$ cat src/rtl/otter_cu_seq.sv
// ============================================================================
//  Module   : otter_cu_seq
//  Purpose  : Multicycle OTTER sequencing control unit with memory wait-state
//             handshakes, wait watchdog, reset hold and registered IR capture.
//             Optional macro OTTER_CU_ILLEGAL_TRAP_EN adds illegal-opcode trap.
//  Revision : 1.0 - initial release
// ============================================================================
`default_nettype none

module otter_cu_seq #(
    parameter int RST_CYCLES = 2,
    parameter int WAIT_MAX   = 15
) (
    input  logic        CLK,
    input  logic        RST,
    input  logic [31:0] ir,
    input  logic        br_eq,
    input  logic        br_lt,
    input  logic        br_ltu,
    input  logic        intr,
    input  logic        imem_ready,
    input  logic        dmem_ready,
    output logic        pcWrite,
    output logic        regWrite,
    output logic        memWE2,
    output logic        memRDEN1,
    output logic        memRDEN2,
    output logic        reset,
    output logic        csr_WE,
    output logic        int_taken,
    output logic        mret_exec,
    output logic [3:0]  alu_fun,
    output logic [1:0]  alu_srcA,
    output logic [2:0]  alu_srcB,
    output logic [2:0]  pcSource,
    output logic [1:0]  rf_wr_sel,
`ifdef OTTER_CU_ILLEGAL_TRAP_EN
    output logic        illegal_op,
`endif
    output logic        bus_fault
);

    localparam int CNT_MAX = (RST_CYCLES > WAIT_MAX) ? RST_CYCLES : WAIT_MAX;
    localparam int CW      = $clog2(CNT_MAX + 1);
    localparam logic [CW-1:0] C_RST_LOAD  = CW'(RST_CYCLES - 1);
    localparam logic [CW-1:0] C_WAIT_LOAD = CW'(WAIT_MAX);

    localparam logic [6:0] C_OP_RTYPE  = 7'b0110011;
    localparam logic [6:0] C_OP_IARITH = 7'b0010011;
    localparam logic [6:0] C_OP_LUI    = 7'b0110111;
    localparam logic [6:0] C_OP_AUIPC  = 7'b0010111;
    localparam logic [6:0] C_OP_JAL    = 7'b1101111;
    localparam logic [6:0] C_OP_JALR   = 7'b1100111;
    localparam logic [6:0] C_OP_BRANCH = 7'b1100011;
    localparam logic [6:0] C_OP_LOAD   = 7'b0000011;
    localparam logic [6:0] C_OP_STORE  = 7'b0100011;
    localparam logic [6:0] C_OP_SYS    = 7'b1110011;

    typedef enum logic [2:0] {
        ST_INIT,
        ST_FETCH,
        ST_EXEC,
        ST_MWAIT,
`ifdef OTTER_CU_ILLEGAL_TRAP_EN
        ST_TRAP,
`endif
        ST_INTR
    } state_t;

    state_t         state_q, state_d;
    logic [CW-1:0]  cnt_q, cnt_d;
    logic [31:0]    ir_q, ir_d;

    logic [6:0] opcode;
    logic [2:0] funct3;
    logic       br_cond, br_taken;
    logic       unused_ir_bits;

    logic [3:0] dec_fun;
    logic [1:0] dec_srcA;
    logic [2:0] dec_srcB;
    logic [2:0] dec_pcsrc;
    logic [1:0] dec_rfsel;
    logic       dec_wr, dec_csr_we, dec_mret, dec_load, dec_store;
`ifdef OTTER_CU_ILLEGAL_TRAP_EN
    logic       dec_illegal;
`endif

    assign opcode         = ir_q[6:0];
    assign funct3         = ir_q[14:12];
    assign unused_ir_bits = ^{ir_q[31], ir_q[29:15], ir_q[11:7]};

    // funct3 = 01x has no comparator condition and is never taken
    always_comb begin
        case (funct3[2:1])
            2'b00:   br_cond = br_eq;
            2'b10:   br_cond = br_lt;
            2'b11:   br_cond = br_ltu;
            default: br_cond = 1'b0;
        endcase
    end
    assign br_taken = (funct3[2:1] != 2'b01) && (br_cond ^ funct3[0]);

    always_comb begin
        dec_fun    = 4'b0000;
        dec_srcA   = 2'd0;
        dec_srcB   = 3'd0;
        dec_pcsrc  = 3'd0;
        dec_rfsel  = 2'd0;
        dec_wr     = 1'b0;
        dec_csr_we = 1'b0;
        dec_mret   = 1'b0;
        dec_load   = 1'b0;
        dec_store  = 1'b0;
`ifdef OTTER_CU_ILLEGAL_TRAP_EN
        dec_illegal = 1'b0;
`endif
        case (opcode)
            C_OP_RTYPE: begin
                dec_fun   = {ir_q[30], funct3};
                dec_rfsel = 2'd3;
                dec_wr    = 1'b1;
            end
            C_OP_IARITH: begin
                dec_fun   = (funct3 == 3'b101) ? {ir_q[30], funct3} : {1'b0, funct3};
                dec_srcB  = 3'd1;
                dec_rfsel = 2'd3;
                dec_wr    = 1'b1;
            end
            C_OP_LUI: begin
                dec_fun   = 4'b1001;
                dec_srcA  = 2'd1;
                dec_rfsel = 2'd3;
                dec_wr    = 1'b1;
            end
            C_OP_AUIPC: begin
                dec_srcA  = 2'd1;
                dec_srcB  = 3'd3;
                dec_rfsel = 2'd3;
                dec_wr    = 1'b1;
            end
            C_OP_JAL: begin
                dec_pcsrc = 3'd3;
                dec_wr    = 1'b1;
            end
            C_OP_JALR: begin
                dec_pcsrc = 3'd1;
                dec_wr    = 1'b1;
            end
            C_OP_BRANCH: dec_pcsrc = br_taken ? 3'd2 : 3'd0;
            C_OP_LOAD: begin
                dec_srcB = 3'd1;
                dec_load = 1'b1;
            end
            C_OP_STORE: begin
                dec_srcB  = 3'd2;
                dec_store = 1'b1;
            end
            C_OP_SYS: begin
                case (funct3)
                    3'b000: begin
                        dec_pcsrc = 3'd5;
                        dec_mret  = 1'b1;
                    end
                    3'b001: dec_fun = 4'b1001;
                    3'b010: begin
                        dec_srcB = 3'd4;
                        dec_fun  = 4'b0110;
                    end
                    3'b011: begin
                        dec_srcA = 2'd2;
                        dec_srcB = 3'd4;
                        dec_fun  = 4'b0111;
                    end
                    default: ;
                endcase
                if (funct3 == 3'b001 || funct3 == 3'b010 || funct3 == 3'b011) begin
                    dec_rfsel  = 2'd1;
                    dec_csr_we = 1'b1;
                    dec_wr     = 1'b1;
                end
            end
            default: begin
`ifdef OTTER_CU_ILLEGAL_TRAP_EN
                dec_illegal = 1'b1;
`endif
            end
        endcase
    end

    always_comb begin
        state_d   = state_q;
        cnt_d     = cnt_q;
        ir_d      = ir_q;
        pcWrite   = 1'b0;
        regWrite  = 1'b0;
        memWE2    = 1'b0;
        memRDEN1  = 1'b0;
        memRDEN2  = 1'b0;
        reset     = 1'b0;
        csr_WE    = 1'b0;
        int_taken = 1'b0;
        mret_exec = 1'b0;
        alu_fun   = 4'b0000;
        alu_srcA  = 2'd0;
        alu_srcB  = 3'd0;
        pcSource  = 3'd0;
        rf_wr_sel = 2'd0;
        bus_fault = 1'b0;
`ifdef OTTER_CU_ILLEGAL_TRAP_EN
        illegal_op = 1'b0;
`endif
        case (state_q)
            ST_INIT: begin
                reset = 1'b1;
                if (cnt_q == '0) state_d = ST_FETCH;
                else             cnt_d   = cnt_q - 1'b1;
            end
            ST_FETCH: begin
                if (imem_ready) begin
                    memRDEN1 = 1'b1;
                    ir_d     = ir;
                    state_d  = ST_EXEC;
                end else if (cnt_q == '0) begin
                    bus_fault = 1'b1;
                    state_d   = ST_INTR;
                end else begin
                    memRDEN1 = 1'b1;
                    cnt_d    = cnt_q - 1'b1;
                end
            end
            ST_EXEC: begin
                alu_fun  = dec_fun;
                alu_srcA = dec_srcA;
                alu_srcB = dec_srcB;
                pcSource = dec_pcsrc;
                if (dec_load) begin
                    memRDEN2 = 1'b1;
                    state_d  = ST_MWAIT;
                end else if (dec_store) begin
                    memWE2  = 1'b1;
                    state_d = ST_MWAIT;
`ifdef OTTER_CU_ILLEGAL_TRAP_EN
                end else if (dec_illegal) begin
                    illegal_op = 1'b1;
                    state_d    = ST_TRAP;
`endif
                end else begin
                    pcWrite   = 1'b1;
                    regWrite  = dec_wr;
                    rf_wr_sel = dec_rfsel;
                    csr_WE    = dec_csr_we;
                    mret_exec = dec_mret;
                    state_d   = intr ? ST_INTR : ST_FETCH;
                end
            end
            ST_MWAIT: begin
                alu_fun  = dec_fun;
                alu_srcA = dec_srcA;
                alu_srcB = dec_srcB;
                pcSource = dec_pcsrc;
                if (dmem_ready) begin
                    memRDEN2 = dec_load;
                    memWE2   = dec_store;
                    pcWrite  = 1'b1;
                    if (dec_load) begin
                        regWrite  = 1'b1;
                        rf_wr_sel = 2'd2;
                    end
                    state_d = intr ? ST_INTR : ST_FETCH;
                end else if (cnt_q == '0) begin
                    bus_fault = 1'b1;
                    state_d   = ST_INTR;
                end else begin
                    memRDEN2 = dec_load;
                    memWE2   = dec_store;
                    cnt_d    = cnt_q - 1'b1;
                end
            end
`ifdef OTTER_CU_ILLEGAL_TRAP_EN
            ST_TRAP,
`endif
            ST_INTR: begin
                int_taken = 1'b1;
                pcWrite   = 1'b1;
                pcSource  = 3'd4;
                state_d   = ST_FETCH;
            end
            default: state_d = ST_INIT;
        endcase

        if ((state_d != state_q) && (state_d == ST_FETCH || state_d == ST_MWAIT))
            cnt_d = C_WAIT_LOAD;

        // An access in flight when RST arrives is abandoned: nothing commits at that edge
        if (RST) begin
            pcWrite  = 1'b0;
            regWrite = 1'b0;
            memWE2   = 1'b0;
            csr_WE   = 1'b0;
        end
    end

    always_ff @(posedge CLK) begin
        if (RST) begin
            state_q <= ST_INIT;
            cnt_q   <= C_RST_LOAD;
            ir_q    <= '0;
        end else begin
            state_q <= state_d;
            cnt_q   <= cnt_d;
            ir_q    <= ir_d;
        end
    end

endmodule

`default_nettype wire
$ cat config.mk
export PLATFORM = sky130hd
export DESIGN_NAME = otter_cu_seq
export DESIGN_NICKNAME = d
export VERILOG_FILES = /design/src/rtl/otter_cu_seq.sv
export SDC_FILE = /design/constraint.sdc
export NUM_CORES = 1
export LEC_CHECK = 0
export CAP_MARGIN = 20
export CORE_MARGIN = 2
export CORE_UTILIZATION = 39
export DETAILED_ROUTE_END_ITERATION = 6
export PLACE_DENSITY = 0.84
export SETUP_SLACK_MARGIN = 0.15
export SYNTH_ARGS = -nofsm -noshare
export SYNTH_HDL_FRONTEND = slang
export SYNTH_SLANG_ARGS = --single-unit
$ cat constraint.sdc
create_clock -name CLK -period 2.97 [get_ports CLK]
set_input_delay 0.4455 -clock CLK [delete_from_list [all_inputs] [get_ports CLK]]
set_output_delay 0.4455 -clock CLK [all_outputs]
set_load 0.02 [all_outputs]
### After elaboration in Yosys (flattened, before gate mapping)

Cells that the tools add are included.

| word-level totals | value |
|---|---|
| bits in writable memories | 0 |
| memories kept | 0 |
| ROM bits | 0 |
| register bits | 38 |
| latch bits | 0 |
| bits of input ports | 40 |
| output and inout bits | 24 |

| operators by class | value |
|---|---|
| divide/modulo/power cells | 0 |
| add/sub/neg operators | 1 |
| equality and inequality tests | 28 |
| order comparisons | 0 |
| shift-type cells | 0 |
| bitwise logic cells | 1 |
| reduce and logical (&&, ||, !) cells | 21 |
| multiplexer cells | 78 |
| multipliers | 0 |

Operators by type and width:

| operator | count |
|---|---|
| 1-bit 2-to-1 mux | 38 |
| 3-bit 2-to-1 mux | 10 |
| 7-bit equality test (second input constant) | 4 |
| 4-bit 2-to-1 mux | 6 |
| 3-bit one-hot mux with 4 select lines | 2 |
| 4-bit one-hot mux with 3 select lines | 2 |
| 7-bit by 6-bit equality test with 1-bit output (second input constant) | 3 |
| 4-bit one-hot mux with 4 select lines | 1 |
| 3-bit by 2-bit equality test with 1-bit output (second input constant) | 5 |
| 3-bit one-hot mux with 5 select lines | 1 |
| 7-bit by 5-bit equality test with 1-bit output (second input constant) | 2 |
| 2-bit 2-to-1 mux | 7 |
| 2-bit one-hot mux with 2 select lines | 3 |
| 1-bit one-hot mux with 2 select lines | 5 |
| 2-bit OR reduction | 5 |
| 3-bit by 1-bit equality test with 1-bit output (second input constant) | 3 |
| 7-bit by 2-bit equality test with 1-bit output (second input constant) | 1 |
| 3-bit equality test (second input constant) | 2 |
| 3-bit zero test | 2 |
| 3-bit inequality test (second input constant) | 2 |
| 1-bit one-hot mux with 3 select lines | 2 |
| 3-bit one-hot mux with 2 select lines | 1 |
| 3-bit AND reduction | 2 |
| 6-bit OR reduction | 1 |
| other kinds (14) | 19 |

### Depth between registers and ports, before layout

| logic depth | value |
|---|---|
| depth in word-level cells | 10 |
| mapped depth | 7 |
| mapped depth without buffers | 5 |

### Least setup slack after synthesis

Ideal clock, no wire load.

| path | value |
|---|---|
| path kind | register to output |
| start point | register ir_q[6] |
| end point | output memRDEN2 |
| setup slack | 406 ps |
| stages on the path, launching flop included | 5 |
| data arrival time | 2,119 ps |
| required time | 2,525 ps |
| buffers on the path | 1 |
| path through | dfxtp_1 buf_2 nand3b_1 or4_1 a2111oi_0 |

| on the way | value |
|---|---|
| word-level cells in the longest chain between the ends | 5 |
| elaborated cells on any way between the ends | 6 |
| classes of those cells | eq/ne (1); mux (5) |

RTL lines:

| what | line | text |
|---|---|---|
| from (decl) | 72 | `logic [31:0] ir_q, ir_d;` |
| from (signal assigned) | 312 | `ir_q <= ir_d;` |
| 7-bit by 2-bit equality test with 1-bit output * | 118 | `case (opcode)` |
| 1-bit 2-to-1 mux * | 118 |  |
| 1-bit 2-to-1 mux | 271 | `end else if (cnt_q == '0) begin` |
| 1-bit 2-to-1 mux | 262 | `if (dmem_ready) begin` |
| 1-bit one-hot mux with 2 select lines * | 213 | `case (state_q)` |
| to (decl) | 27 | `output logic memRDEN2,` |

Mark *: on every way between the ends. The rest lies on a longest branch, timed or not.

### Final worst setup path

| path | value |
|---|---|
| start point | register cnt_q[3] |
| end point | output bus_fault |

| on the way | value |
|---|---|
| word-level cells in the longest chain between the ends | 4 |
| elaborated cells on any way between the ends | 5 |
| classes of those cells | mux (4); reduce/logical (1) |

RTL lines:

| what | line | text |
|---|---|---|
| from (decl) | 71 | `logic [CW-1:0] cnt_q, cnt_d;` |
| from (signal assigned) | 311 | `cnt_q <= cnt_d;` |
| 4-bit zero test * | 224, 271 |  |
| 1-bit 2-to-1 mux * | 224, 271 |  |
| 1-bit 2-to-1 mux, on equally long branches | 262, 220 |  |
| 1-bit one-hot mux with 2 select lines * | 213 |  |
| to (decl) | 40 | `output logic bus_fault` |

Marks and branches as above.

==> metrics.md <==
| Metric | Value |
|---|---|
| Status | finished, final reports clean |
| First-pass DRT Iterations | 4 |
| Int Power | roughly 540 uW |
| Vias | about 1,500 |
| Starting DRT DRC Count | 185 |
| Worst min-delay path class | reg2reg |
| Chip Width | just over 60 um |
| Num Clock Sinks | 18 |
| Port bufs | 42 |
| Ys async rst share | 0 |
| Synthesized flop and latch total | 18 |
| Die ar. | ~0.0037 mm2 |
| Synth warn | 0 |
| Maxcap violations | 0 |
| Crit path max-delay family | simple AND/OR/NAND/NOR gates |
| Final worst-path cycle share | 0.9081 |
| Slew Viols, Final | 0 |
| Global-route wire length before repair | 5.589 mm |
| Clock Power Share | 0.172 |
| RSZ-0062 raised after global routing | no |
| Global placer's final weighted congestion | between 0.9 and 1 |
| CP startpoint kind | flip-flop |
| Root Buffer | clkbuf_4 |
| P&R area growth vs syn | 44.22% |
| Tot Pwr | a little under 900 uW |
| Ant diodes | 0 |
| Syn_nets | between 200 and 250 |
| Net Switching | 356.6 uW |
| Core ar. | 0.003078 mm2 |
| Final Core Density | 0.5939 |
| Count of unique library cells instantiated by Yosys | 41 |
| Hold-fix buffers at CTS | 0 |
| Initial antenna violation count | 0 |
| Share of the yosys chip area belonging to registers | 0.2843 |
| Clock Pin Slew Worst Setup and Hold Paths | roughly 110 ps |
| Largest net degree at the start of global routing | 22 |
| Vias/cell | 5.526 |
| Met1 Wirelength | ~1.7 mm |
| Slowest-stage cell, CP | or4_1 |
| Final HPWL DP | 2.510 mm |
| Worst Path Required | approximately 2500 ps |
| Met3 WL post-DR | 171 um |
| Final Hold Viols | 0 |
| Logic pwr share | 0.431 |
| Slew @ Worst Pin | 549.0 ps |
| Post-synth top cells | nand2_1 (33), a21oi_1 (23), dfxtp_1 (18), nor2_1 (11), clkbuf_1 (10) |
| Top-area cell type share of the netlist area | 0.2843 |
| Slew headroom | 0.6306 |
| Drt total wl | about 3.5 mm |
| Mean routed wirelength per cell | about 13 um |
| Post-synth EDFFs | 0 |
| Vias in the first global route | around 1,300 |
| Max Fclk | 370.8 MHz |
| Post-layout min period | 2697 ps |
| CP Capture Type | output pin |
| Most numerous cell in the Yosys netlist | nand2_1 |
| Arrival time worst endpoint | roughly 2300 ps |
| Layout cells sized above 1 | 0.1106 |
| CP max FO | 6 |
| IO Pins | 64 |
| Setup_tns | 0 ps |
| Cell area after synthesis | between 0.001 and 0.0015 mm2 |
| Site Rows | 20 |
| Mapped Cells | 185 |
| TritonCTS clock tree | built |
| Starting Density | 0.4118 |
| Met2 WL | roughly 1.6 mm |
| Residual DRC | 0 |
| H-tree depth | 1 |
| Cell taking the most area after synthesis | dfxtp_1 |
| Final ANT Viol Nets | 0 |
| Top cells by area, synth | dfxtp_1 (28%), nand2_1 (9.8%), a21oi_1 (9.1%) |
| Switching Share | 0.3991 |
| Top routing layer used | met4 |
| Mapped Avg Cell Area | 6.851 um2 |
| Sequential power share | 0.398 |
| Setup violators final | 0 |
| Largest stage delay, worst path | 660 ps |
| Worst path cell trace | or4_1 > nor4_2 > clkdlybuf4s50_1 |
| Cts bufs inserted | 3 |
| Power per cell area | around 490 mW/mm2 |
| Maximum vdd drop | about 0.00029 V |
| CP bufs+invs | 1 |
| Final Skew | around 4.3 ps |
| Dominant synthesized flop cell | dfxtp_1 |
| Filler instances | 291 |
| Clk buf depth | 2 |
| Total gr overflow | 0 |
| Nets | 267 |
| Chip Height | between 60 and 70 um |
| Gr usage total | 0.1961 |
| P_leak | 0.7751 nW |
| Clk_lat worst skew | approximately 300 ps |
| CP Class | reg2out |
-- worst paths after layout --
path | startpoint | endpoint | depth (start not counted) | slack, ps
max | cnt_q[3]$_SDFFE_PP0P_ | bus_fault | 3 | 270
min | ir_q[30]$_SDFFE_PP0P_ | ir_q[30]$_SDFFE_PP0P_ | 2 | 460
max reg2reg | state_q[0]$_SDFF_PP0_ | cnt_q[3]$_SDFFE_PP0P_ | 5 | 1170
min reg2reg | ir_q[30]$_SDFFE_PP0P_ | ir_q[30]$_SDFFE_PP0P_ | 2 | 460
-- state kept, by name, summed over array words and instances (netlist names) --
register	count
ir_q	11
cnt_q	4
state_q	3
-- layout by cell type, fill, tap and decap left out, drive strengths merged, types with 4 or more instances in the layout --
master / synthesis / layout
o21ai: 7 / 7
nor2b: 4 / 4
nor3: 9 / 9
clkbuf: 10 / 5
buf: 4 / 9
dfxtp: 18 / 18
nand2: 33 / 33
nand3: 4 / 4
clkdlybuf4s50: 0 / 30
inv: 7 / 7
nor2: 11 / 11
dlymetal6s2s: 0 / 9
a21oi: 23 / 23
nor4: 6 / 6
-- area by class of cell --
class,count,area (um2),area share
tap,44,55.05,0.03012
multi-input combinational,146,847.1,0.4634
clock buffer,4,36.28,0.01985
sequential,18,360.3,0.1971
inverter,7,26.28,0.01437
timing repair buffer,51,503.0,0.2752
-- worst min-delay path: cells and delay by family (launching register included) --
kind	cells	cell delay (ps)
and+or+nand+nor	1	50
AOI/OAI and AO/OA	1	50
DFF	1	320
-- timing repair --
| action | CTS | global route |
|---|---|---|
| setup buffers | 2 | 2 |
| resized for setup | 6 | 16 |
| pin swaps | 1 | 0 |
| setup endpoints to repair | 5 | 13 |
-- cells by family (layout without fill, tap and decap cells) --
group,after synthesis,after routing,share of synthesized area
simple gates,90,90,0.3593
compound gates,51,51,0.2507
buf+inv,21,62,0.06615
flops,18,18,0.2843
mux,3,3,0.02567
xor+xnor,2,2,0.01382
-- power by group through the flow --
stage / clock network [mW] / registers (mW) / logic (mW)
after floorplan: 0 / 0.322 / 0.296
after global placement: 0 / 0.356 / 0.372
after detailed placement: 0 / 0.358 / 0.377
after CTS: 0.156 / 0.354 / 0.381
after global routing: 0.170 / 0.367 / 0.425
final: 0.153 / 0.355 / 0.385
-- per-layer routing --
metal | GRT usage | up-vias
li1 | - | 750
met5 | 0 | -
met1 | 0.2717 | 676
met4 | 0.1087 | 0
met3 | 0.01279 | 5
met2 | 0.3026 | 61
-- per-stage QoR --
step           setup WS [ps]  hold WS, ps  instances  cell area (um2)
6_report               272.9        459.0        270             1828
5_1_grt                137.6        482.1        270             1828
4_1_cts                165.1        457.0        268             1782
3_5_place_dp           209.6        442.6        262             1723
3_3_place_gp           204.5        440.3        262             1723
2_1_floorplan          405.7        431.5        185             1267
(Power assumes the default switching activity.)
